## src/rtl/arm_multicycle_controller_if.sv

```systemverilog
// Decode inputs and datapath controls shared between the multicycle ARM
// controller (slave) and the datapath or bench that drives it (master).
interface arm_multicycle_controller_if;
    logic [3:0] Cond;
    logic [1:0] Op;
    logic [5:0] Funct;
    logic [3:0] Rd;
    logic [3:0] ALUFlags;
    logic       PCWrite;
    logic       IRWrite;
    logic       RegWrite;
    logic       MemWrite;
    logic       AdrSrc;
    logic       ALUSrcA;
    logic [1:0] ALUSrcB;
    logic [1:0] ResultSrc;
    logic [1:0] ImmSrc;
    logic [1:0] RegSrc;
    logic [1:0] ALUControl;
    logic [3:0] State;

    modport slave (
        input  Cond, Op, Funct, Rd, ALUFlags,
        output PCWrite, IRWrite, RegWrite, MemWrite,
        output AdrSrc, ALUSrcA, ALUSrcB, ResultSrc,
        output ImmSrc, RegSrc, ALUControl, State
    );

    modport master (
        output Cond, Op, Funct, Rd, ALUFlags,
        input  PCWrite, IRWrite, RegWrite, MemWrite,
        input  AdrSrc, ALUSrcA, ALUSrcB, ResultSrc,
        input  ImmSrc, RegSrc, ALUControl, State
    );
endinterface

```

## src/rtl/arm_multicycle_controller.sv

```systemverilog
// Multicycle ARM control unit: state sequencer, ALU decode, NZCV flags
// and conditional-execution gating of the datapath write enables.
module arm_multicycle_controller (
    input  logic                          clk,
    input  logic                          reset,
    arm_multicycle_controller_if.slave    bus
);

    typedef enum logic [3:0] {
        S_FETCH  = 4'd0,
        S_DECODE = 4'd1,
        S_MEMADR = 4'd2,
        S_MEMRD  = 4'd3,
        S_MEMWB  = 4'd4,
        S_MEMWR  = 4'd5,
        S_EXECR  = 4'd6,
        S_EXECI  = 4'd7,
        S_ALUWB  = 4'd8,
        S_BRANCH = 4'd9
    } state_t;

    state_t     r_state;
    state_t     w_next;
    logic [3:0] r_flags;
    logic       r_condex;

    logic       w_nextpc;
    logic       w_branch;
    logic       w_regw_raw;
    logic       w_regw;
    logic       w_memw;
    logic       w_aluop;
    logic       w_adrsrc;
    logic       w_srca;
    logic [1:0] w_srcb;
    logic [1:0] w_rs;

    logic [3:0] w_cmd;
    logic       w_s;
    logic [1:0] w_aluctl_dec;
    logic       w_nowrite;
    logic       w_addsub;
    logic       w_is_cmp;
    logic [1:0] w_flagw;
    logic       w_condex;
    logic       w_n;
    logic       w_z;
    logic       w_c;
    logic       w_v;

    assign w_cmd = bus.Funct[4:1];
    assign w_s   = bus.Funct[0];
    assign {w_n, w_z, w_c, w_v} = r_flags;

    always_comb begin
        w_next = S_FETCH;
        unique case (r_state)
            S_FETCH:  w_next = S_DECODE;
            S_DECODE: begin
                unique case (bus.Op)
                    2'b00:   w_next = bus.Funct[5] ? S_EXECI : S_EXECR;
                    2'b01:   w_next = S_MEMADR;
                    2'b10:   w_next = S_BRANCH;
                    default: w_next = S_FETCH;
                endcase
            end
            S_MEMADR: w_next = bus.Funct[0] ? S_MEMRD : S_MEMWR;
            S_MEMRD:  w_next = S_MEMWB;
            S_EXECR:  w_next = S_ALUWB;
            S_EXECI:  w_next = S_ALUWB;
            default:  w_next = S_FETCH;
        endcase
    end

    always_comb begin
        w_nextpc   = 1'b0;
        w_branch   = 1'b0;
        w_regw_raw = 1'b0;
        w_memw     = 1'b0;
        w_aluop    = 1'b0;
        w_adrsrc   = 1'b0;
        w_srca     = 1'b0;
        w_srcb     = 2'b00;
        w_rs       = 2'b00;
        unique case (r_state)
            S_FETCH: begin
                w_srca   = 1'b1;
                w_srcb   = 2'b10;
                w_rs     = 2'b10;
                w_nextpc = 1'b1;
            end
            S_DECODE: begin
                w_srca = 1'b1;
                w_srcb = 2'b10;
                w_rs   = 2'b10;
            end
            S_MEMADR: w_srcb = 2'b01;
            S_MEMRD:  w_adrsrc = 1'b1;
            S_MEMWB: begin
                w_rs       = 2'b01;
                w_regw_raw = 1'b1;
            end
            S_MEMWR: begin
                w_adrsrc = 1'b1;
                w_memw   = 1'b1;
            end
            S_EXECR:  w_aluop = 1'b1;
            S_EXECI: begin
                w_srcb  = 2'b01;
                w_aluop = 1'b1;
            end
            S_ALUWB:  w_regw_raw = 1'b1;
            S_BRANCH: begin
                w_srcb   = 2'b01;
                w_rs     = 2'b10;
                w_branch = 1'b1;
            end
            default: ;
        endcase
    end

    // Non-writing commands (CMP, unsupported) must not touch the register file.
    always_comb begin
        w_aluctl_dec = 2'b00;
        w_nowrite    = 1'b0;
        unique case (w_cmd)
            4'b0100: w_aluctl_dec = 2'b00;
            4'b0010: w_aluctl_dec = 2'b01;
            4'b0000: w_aluctl_dec = 2'b10;
            4'b1100: w_aluctl_dec = 2'b11;
            4'b1010: begin
                w_aluctl_dec = 2'b01;
                w_nowrite    = 1'b1;
            end
            default: w_nowrite = 1'b1;
        endcase
    end

    assign w_addsub = (w_cmd == 4'b0100) | (w_cmd == 4'b0010);
    assign w_is_cmp = (w_cmd == 4'b1010);

    always_comb begin
        w_flagw = 2'b00;
        if (w_aluop)
            w_flagw = w_is_cmp ? 2'b11 : {w_s, w_s & w_addsub};
    end

    assign w_regw = w_regw_raw &
                    ~((r_state == S_ALUWB) & (bus.Op == 2'b00) & w_nowrite);

    always_comb begin
        w_condex = 1'b0;
        unique case (bus.Cond)
            4'h0: w_condex = w_z;
            4'h1: w_condex = ~w_z;
            4'h2: w_condex = w_c;
            4'h3: w_condex = ~w_c;
            4'h4: w_condex = w_n;
            4'h5: w_condex = ~w_n;
            4'h6: w_condex = w_v;
            4'h7: w_condex = ~w_v;
            4'h8: w_condex = w_c & ~w_z;
            4'h9: w_condex = ~w_c | w_z;
            4'hA: w_condex = (w_n == w_v);
            4'hB: w_condex = (w_n != w_v);
            4'hC: w_condex = ~w_z & (w_n == w_v);
            4'hD: w_condex = w_z | (w_n != w_v);
            4'hE: w_condex = 1'b1;
            default: w_condex = 1'b0;
        endcase
    end

    always_ff @(posedge clk or posedge reset) begin
        if (reset) begin
            r_state  <= S_FETCH;
            r_flags  <= 4'b0000;
            r_condex <= 1'b0;
        end else begin
            r_state <= w_next;
            if (r_state == S_DECODE)
                r_condex <= w_condex;
            if (((r_state == S_EXECR) | (r_state == S_EXECI)) & r_condex) begin
                if (w_flagw[1])
                    r_flags[3:2] <= bus.ALUFlags[3:2];
                if (w_flagw[0])
                    r_flags[1:0] <= bus.ALUFlags[1:0];
            end
        end
    end

    // Enables are masked while reset is held so the FETCH strobes stay quiet.
    assign bus.PCWrite    = ~reset & (w_nextpc | (r_condex & (w_branch |
                            (w_regw & (bus.Rd == 4'd15)))));
    assign bus.IRWrite    = ~reset & (r_state == S_FETCH);
    assign bus.RegWrite   = ~reset & w_regw & r_condex;
    assign bus.MemWrite   = ~reset & w_memw & r_condex;
    assign bus.AdrSrc     = w_adrsrc;
    assign bus.ALUSrcA    = w_srca;
    assign bus.ALUSrcB    = w_srcb;
    assign bus.ResultSrc  = w_rs;
    assign bus.ImmSrc     = bus.Op;
    assign bus.RegSrc     = {bus.Op == 2'b01, bus.Op == 2'b10};
    assign bus.ALUControl = w_aluop ? w_aluctl_dec : 2'b00;
    assign bus.State      = r_state;

endmodule

```

## src/flat_wrapper.sv

```systemverilog
// flat-port wrapper written by rule: the top's interface ports become plain ports
module arm_multicycle_controller_flat 
  (clk, reset, bus_Cond, bus_Op, bus_Funct, bus_Rd, bus_ALUFlags, bus_PCWrite, bus_IRWrite, bus_RegWrite, bus_MemWrite, bus_AdrSrc, bus_ALUSrcA, bus_ALUSrcB, bus_ResultSrc, bus_ImmSrc, bus_RegSrc, bus_ALUControl, bus_State);
  arm_multicycle_controller_if bus_i ();
  input  logic clk;
  input  logic reset;
  input wire logic [$bits(bus_i.Cond)-1:0] bus_Cond;
  input wire logic [$bits(bus_i.Op)-1:0] bus_Op;
  input wire logic [$bits(bus_i.Funct)-1:0] bus_Funct;
  input wire logic [$bits(bus_i.Rd)-1:0] bus_Rd;
  input wire logic [$bits(bus_i.ALUFlags)-1:0] bus_ALUFlags;
  output wire logic [$bits(bus_i.PCWrite)-1:0] bus_PCWrite;
  output wire logic [$bits(bus_i.IRWrite)-1:0] bus_IRWrite;
  output wire logic [$bits(bus_i.RegWrite)-1:0] bus_RegWrite;
  output wire logic [$bits(bus_i.MemWrite)-1:0] bus_MemWrite;
  output wire logic [$bits(bus_i.AdrSrc)-1:0] bus_AdrSrc;
  output wire logic [$bits(bus_i.ALUSrcA)-1:0] bus_ALUSrcA;
  output wire logic [$bits(bus_i.ALUSrcB)-1:0] bus_ALUSrcB;
  output wire logic [$bits(bus_i.ResultSrc)-1:0] bus_ResultSrc;
  output wire logic [$bits(bus_i.ImmSrc)-1:0] bus_ImmSrc;
  output wire logic [$bits(bus_i.RegSrc)-1:0] bus_RegSrc;
  output wire logic [$bits(bus_i.ALUControl)-1:0] bus_ALUControl;
  output wire logic [$bits(bus_i.State)-1:0] bus_State;
  assign bus_i.Cond = bus_Cond;
  assign bus_i.Op = bus_Op;
  assign bus_i.Funct = bus_Funct;
  assign bus_i.Rd = bus_Rd;
  assign bus_i.ALUFlags = bus_ALUFlags;
  assign bus_PCWrite = bus_i.PCWrite;
  assign bus_IRWrite = bus_i.IRWrite;
  assign bus_RegWrite = bus_i.RegWrite;
  assign bus_MemWrite = bus_i.MemWrite;
  assign bus_AdrSrc = bus_i.AdrSrc;
  assign bus_ALUSrcA = bus_i.ALUSrcA;
  assign bus_ALUSrcB = bus_i.ALUSrcB;
  assign bus_ResultSrc = bus_i.ResultSrc;
  assign bus_ImmSrc = bus_i.ImmSrc;
  assign bus_RegSrc = bus_i.RegSrc;
  assign bus_ALUControl = bus_i.ALUControl;
  assign bus_State = bus_i.State;
  arm_multicycle_controller u_core (.clk(clk), .reset(reset), .bus(bus_i));
endmodule
```

## config.mk

```make
export PLATFORM = sky130hd
export DESIGN_NAME = arm_multicycle_controller_flat
export DESIGN_NICKNAME = d
export VERILOG_FILES = /design/src/rtl/arm_multicycle_controller_if.sv /design/src/rtl/arm_multicycle_controller.sv /design/src/flat_wrapper.sv
export SDC_FILE = /design/constraint.sdc
export NUM_CORES = 1
export LEC_CHECK = 0
export ABC_AREA = 1
export CAP_MARGIN = 20
export CORE_AREA = 2 2 48 50
export DETAILED_ROUTE_END_ITERATION = 8
export DIE_AREA = 0 0 50 52
export HOLD_SLACK_MARGIN = 0.1
export PLACE_DENSITY = 0.82
export SLEW_MARGIN = 5
export SYNTH_ARGS = -nofsm -noshare
export SYNTH_HDL_FRONTEND = slang
export SYNTH_SLANG_ARGS = --single-unit
```

## constraint.sdc

```tcl
create_clock -name clk -period 2.69 [get_ports clk]
set_input_delay 0.538 -clock clk [delete_from_list [all_inputs] [get_ports clk]]
set_output_delay 0.538 -clock clk [all_outputs]
set_load 0.01 [all_outputs]
```

==> results.cfg, run 1 <==
[run_status]
status = finished clean

[die]
io_pins = 42
core_mm2 = 0.00211
die_area_mm2 = 0.00260
die_w_um = 50
die_h_um = 52
initial_utilization_pct = 40.7
row_count = 17

[routing]
drc = 0
routed_wl_um = 2510
avgRoutedWirePerCell_um = 11.1
drt_first_pass_iters = 4
drtIter0Drc = 25
num_vias = 1079
ant_nets = 0
viasPerCell = 4.77

[clock_network]
clkLatencyLatePin_ns = 0.25
clk_pin_slew_ns = 0.06
clkSinkCount = 9
numCtsBuffers = 3
cts_tree = done
cts_max_level = 1
cts.hold.buffers_added = 0
cts_root_buffer = clkbuf_4
cts_buffer_depth = 2

[grt]
antenna_found_initial = 0
grt_max_degree = 10
grt_pass1_vias = 1062
grt_overflow_total = 0
track_usage_pct = 21.6
grt_pass1_wl_um = 4350

[synthesis]
syn_area_per_cell_um2 = 5.64
async_flop_share_pct = 100
synth_edf_count = 0
synth_nets = 174
synth_area_leader_cell = dfrtp_1
synth_top_area_share_pct = 26.3
seq_area_frac_synth_pct = 26.3
synth-seq-cells = 9
ys_types = 20
synth_ff_type = dfrtp_1
ys_top_cells_by_area = dfrtp_1 (26%), nand2_1 (22%), nor2_1 (12%)
ys_warn_count = 0
syn_area_um2 = 857
synth_cells = 152
netlist_top_cells_count = nand2_1 (51), nor2_1 (27), inv_1 (26), nand3_1 (12), dfrtp_1 (9)
yosysMostFrequentCell = nand2_1

[place]
place_area_mm2 = 0.00131
port_buffers = 41
gp_congestion = 0.864
dp_hpwl_um = 2110

[power]
combPwrFrac_pct = 64.9
p_leak_nw = 0.692
p_switching_uw = 444
power_density_mw_per_mm2 = 734
pwr-share-seq_pct = 24.7
ir_worst_vdd_mv = 0.370
p_int_uw = 541
clockPowerShare_pct = 10.4
swShare_pct = 45.1

[finish]
layout-drive-gt1-share_pct = 8.08
fin_nets = 221
final_area_mm2 = 0.00134
utilization_pct = 63.7
areaGrowthSynthToFinish_pct = 56.5
antenna_cells = 0

[timing]
hold_violations = 0
setup_viol = 0
fmax_mhz = 390
fin_crit_sh_pct = 95.2
rsz0062_at_grt = no
skew_ns = 0.00410
slew_headroom_pct = 80.5
slew_violations = 0
worst_pin_slew_ns = 0.288
post-route-min-period_ns = 2.56

[critical_path]
path_cells = clkdlybuf4s50_1 -> nor2_2 -> nand3_1 -> a21oi_1 -> clkdlybuf4s50_1
ff2ff_path_depth = 7
path_max_fanout = 3
worstSetupPathType = in -> out
critPathMostFrequentCell = clkdlybuf4s50_1
arrival_ns = 2.02
critPathLaunchType = input pin
cp-startpoint = bus_Funct[2]
crit_slowest_cell = clkdlybuf4s50_1
timing.rr.start = u_core.bus.State[1]
endpoint_kind = output pin
cpPeakStageDelay_ns = 0.56
required_ns = 2.15

[worst_hold_path]
hold_path.class = reg -> reg
min_path_cells = 2
worstHoldStart = u_core.r_flags[1]

[run]
drv_cap = 0
-- per-layer routing --
metal / vias up / part of all wire (%) / track usage (%)
met3: 4 / 5.7 / 3.16
met2: 51 / 50 / 40.4
met4: 0 / 1.0 / 4.17
met5: - / 0 / 0
li1: 557 / - / -
met1: 467 / 43 / 26.2
-- power by group through the flow --
stage | Combinational (mW) | Sequential, mW | Clock (mW)
4_1_cts | 0.636 | 0.242 | 0.104
3_5_place_dp | 0.636 | 0.245 | 0
2_1_floorplan | 0.325 | 0.246 | 0
6_report | 0.639 | 0.243 | 0.102
3_3_place_gp | 0.610 | 0.243 | 0
5_1_grt | 0.707 | 0.250 | 0.112
-- placed cells by master, fill, tap and decap left out, drive strengths merged --
master / n
a21oi: 7
buf: 3
clkbuf: 4
clkdlybuf4s50: 39
dfrtp: 9
dlygate4sd2: 2
inv: 28
nand2: 54
nand3: 12
nor2: 29
nor3b: 1
o211ai: 1
o21a: 1
o21ai: 4
o21bai: 1
o22ai: 2
o311ai: 1
-- metrics by stage --
step | instances | setup TNS, ns | setup WS (ns) | power [mW] | hold slack [ns]
after detailed placement | 222 | -0.0903 | -0.0792 | 0.881 | 0.549
after floorplan | 152 | 0 | 0.991 | 0.571 | 0.382
final | 226 | 0 | 0.129 | 0.984 | 0.559
after global placement | 222 | -0.0447 | -0.0447 | 0.853 | 0.528
after global routing | 226 | 0 | 0.00514 | 1.07 | 0.603
after CTS | 226 | 0 | 0.117 | 0.983 | 0.563
-- state kept, by name, summed over array words and instances, names as in the netlist --
register,cells
u_core.r_flags,4
u_core.bus.State,4
u_core.r_condex,1
-- layout make-up --
type,count,area [um2]
fill,199,764
multi-input combinational,113,519
timing repair buffer,44,430
sequential,9,225
inverter,28,105
tap,28,35.0
clock buffer,4,26.3
-- worst max-delay path, delay by kind of cell --
| kind | cells | cell delay (ns) |
|---|---|---|
| buffers and inverters | 2 | 1.03 |
| and+or+nand+nor | 2 | 0.27 |
| AOI/OAI and AO/OA | 1 | 0.19 |
-- cells by family (layout without fill, tap and decap cells) --
group                  Yosys count  count (layout)  synth area share (%)
buffers and inverters           30              76                  14.0
DFF                              9               9                  26.3
AOI/OAI and AO/OA               17              17                  12.8
and+or+nand+nor                 96              96                  46.9
-- repair_timing --
item / 4_1_cts / 5_1_grt
buffers inserted: 0 / 0
gates resized for setup: 4 / 0
pin swaps: 0 / 1
setup endpoints to repair: 2 / 1
-- path summary, 6_finish.rpt --
check	slack (ns)	end
worst max-delay path	0.13	bus_ALUControl[0]
worst min-delay path	0.56	u_core.r_flags[1]
worst max register to register	1.41	u_core.r_flags[0]
worst min register to register	0.56	u_core.r_flags[1]
max in group asynchronous	1.94	u_core.r_flags[3]
min in group asynchronous	0.62	u_core.r_flags[0]
No activity file was read; power rests on OpenSTA's default activity.
==> run 2, diff against run 1 <==
--- a/config.mk
+++ b/config.mk
@@ -7,11 +7,11 @@
 export LEC_CHECK = 0
 export ABC_AREA = 1
 export CAP_MARGIN = 20
-export CORE_AREA = 2 2 48 50
+export CORE_AREA = 2 2 50 52
 export DETAILED_ROUTE_END_ITERATION = 8
-export DIE_AREA = 0 0 50 52
+export DIE_AREA = 0 0 52 54
 export HOLD_SLACK_MARGIN = 0.1
-export PLACE_DENSITY = 0.82
+export PLACE_DENSITY = 0.76
 export SLEW_MARGIN = 5
 export SYNTH_ARGS = -nofsm -noshare
 export SYNTH_HDL_FRONTEND = slang
==> constraint.sdc (replaced) <==
create_clock -name clk -period 2.5 [get_ports clk]
set_input_delay 0.25 -clock clk [delete_from_list [all_inputs] [get_ports clk]]
set_output_delay 0.25 -clock clk [all_outputs]
set_load 0.01 [all_outputs]
==> run 2 against run 1 <==
Non-clock buffer count is 2 lower. Total power is 6.2% higher. Utilization is 6.6 points lower. Global-route usage is 3.7 points lower. Worst setup slack better by 0.16 ns. First-iteration DRC count is 8.0% lower. Die area is 8.0% higher. Sequential share of layout area is 0.22 points higher. Wire length is 6.1% lower. Design area is 1.3% lower. Via count is 1.9% lower. Flip-flop and latch count stayed put.
==> results.cfg, run 2 (synthesized netlist as in run 1, its figures left out) <==
[worst_hold_path]
hold_path.class = in -> async

[grt]
grt_overflow_total = 0
antenna_found_initial = 0
track_usage_pct = 17.9
grt_pass1_wl_um = 3730
grt_pass1_vias = 917
grt_max_degree = 8

[finish]
utilization_pct = 57.1
areaGrowthSynthToFinish_pct = 54.5
fin_nets = 219
final_area_mm2 = 0.00132
mostFrequentLayoutCell = nand2_1
antenna_cells = 0
multiInputGateArea_um2 = 512
seq_area_um2 = 225
final_cell_mix = nand2_1 (51), clkdlybuf4s50_1 (41), nor2_1 (27)
layout-drive-gt1-share_pct = 6.12
fillerInstances = 227

[timing]
slew_violations = 0
hold_slack_ns = 0.176
rsz0062_at_grt = no
hold_violations = 0
slew_headroom_pct = 72.7
worst_pin_slew_ns = 0.404
fmax_mhz = 453
setup_viol = 0
tns_ns = 0
fin_crit_sh_pct = 88.3
skew_ns = 0.00178
post-route-min-period_ns = 2.21

[critical_path]
ff2ff_path_depth = 8
worst_r2r_endpoint = u_core.r_flags[0]
arrival_ns = 1.96
cp-startpoint = u_core.bus.State[2]
timing.rr.start = u_core.bus.State[3]
path_cells = nor2_1 -> inv_1 -> nor2_1 -> nand2_1 -> o311ai_0 -> clkdlybuf4s50_1
reg2reg_slack_ns = 1.26
crit_family = buffers and inverters
critPathMostFrequentCell = nor2_1
path_max_fanout = 5
crit_buf_inv = 2
cp.depth = 6
crit_slowest_cell = clkdlybuf4s50_1
required_ns = 2.25
cpPeakStageDelay_ns = 0.62
crit_path_end = bus_ALUSrcB[0]
critPathLaunchType = flop
endpoint_kind = output pin
worstSetupPathType = reg -> out

[clock_network]
clkSinkCount = 9
clkLatencyLatePin_ns = 0.26
clk_pin_slew_ns = 0.06
cts_root_buffer = clkbuf_4
cts.hold.buffers_added = 0
cts_tree = done
cts_max_level = 1
numCtsBuffers = 3
post_cts_resized = 0
cts_setup_buffers = 0
cts_buffer_depth = 2

[die]
die_w_um = 52
die_h_um = 54
die_area_mm2 = 0.00281
initial_utilization_pct = 36.9
io_pins = 42
row_count = 18
core_mm2 = 0.00232

[place]
gp_congestion = 0.848
dp_hpwl_um = 1960
port_buffers = 41
place_area_mm2 = 0.00130

[run_status]
status = finished clean

[routing]
routed_wl_um = 2360
drc = 0
routed-wl-met3_um = 108
ant_nets = 0
viasPerCell = 4.68
avgRoutedWirePerCell_um = 10.4
num_vias = 1058
drtIter0Drc = 23
highest_layer = met4
drt_first_pass_iters = 4
met2_length_um = 1120
wl_met1_um = 1090

[run]
drv_cap = 0

[power]
power_mw = 1.05
ir_worst_vdd_mv = 0.397
power_density_mw_per_mm2 = 789
p_leak_nw = 0.672
[run 2: changes by cell type in the layout (fill, tap and decap cells not counted)]
cell             before  now
nor3b_1               0    1
clkdlybuf4s50_1      39   41
buf_4                 3    1
dlygate4sd2_1         2    0
nor3b_2               1    0
nor2_2                2    1
nor2_1               26   27
[run 2: worst min-delay path by stage]
stage                from             endpoint  slack [ns]
global route        reset    u_core.r_flags[0]        0.19
finish              reset    u_core.r_flags[0]        0.18
global placement    reset    u_core.r_flags[0]        0.46
detailed placement  reset    u_core.r_flags[0]        0.46
CTS                 reset    u_core.r_flags[0]        0.18
floorplan           reset  u_core.bus.State[0]        0.09
[run 2: worst register-to-register path, delay by kind of cell, from the launching register on]
kind | cells | cell delay (ns)
compound gates | 2 | 0.22
buf+inv | 1 | 0.08
simple gates | 5 | 0.43
flops | 1 | 0.40
[run 2: routing by layer]
metal  up-vias  GRT usage [%]
met1       468           22.4
met4         0           6.58
met3         4           3.89
met5         -              0
met2        26           30.4
li1        560              -
[run 2: metrics by stage]
| step | cells | setup slack (ns) |
|---|---|---|
| CTS | 226 | 0.298 |
| global route | 226 | 0.156 |
| floorplan | 152 | 1.15 |
| detailed placement | 222 | 0.304 |
| global placement | 222 | 0.337 |
| finish | 226 | 0.293 |
[run 2: cell type report]
type | count | share of cell area (%)
multi-input combinational | 113 | 38.7
tap | 30 | 2.84
timing repair buffer | 42 | 31.6
inverter | 28 | 7.94
clock buffer | 4 | 1.98
sequential | 9 | 17.0
[run 2: where the power goes]
part           internal (mW)  switching, mW
combinational          0.322          0.351
clock                 0.0616         0.0520
sequential             0.202         0.0569
total                  0.585          0.460
==> run 3, diff against run 2 <==
--- a/config.mk
+++ b/config.mk
@@ -6,7 +6,6 @@
 export NUM_CORES = 1
 export LEC_CHECK = 0
 export ABC_AREA = 1
-export CAP_MARGIN = 20
 export CORE_AREA = 2 2 50 52
 export DETAILED_ROUTE_END_ITERATION = 8
 export DIE_AREA = 0 0 52 54
==> results of run 3 <==
Same layout as run 2: the final DEF is identical, and so are final timing and power.
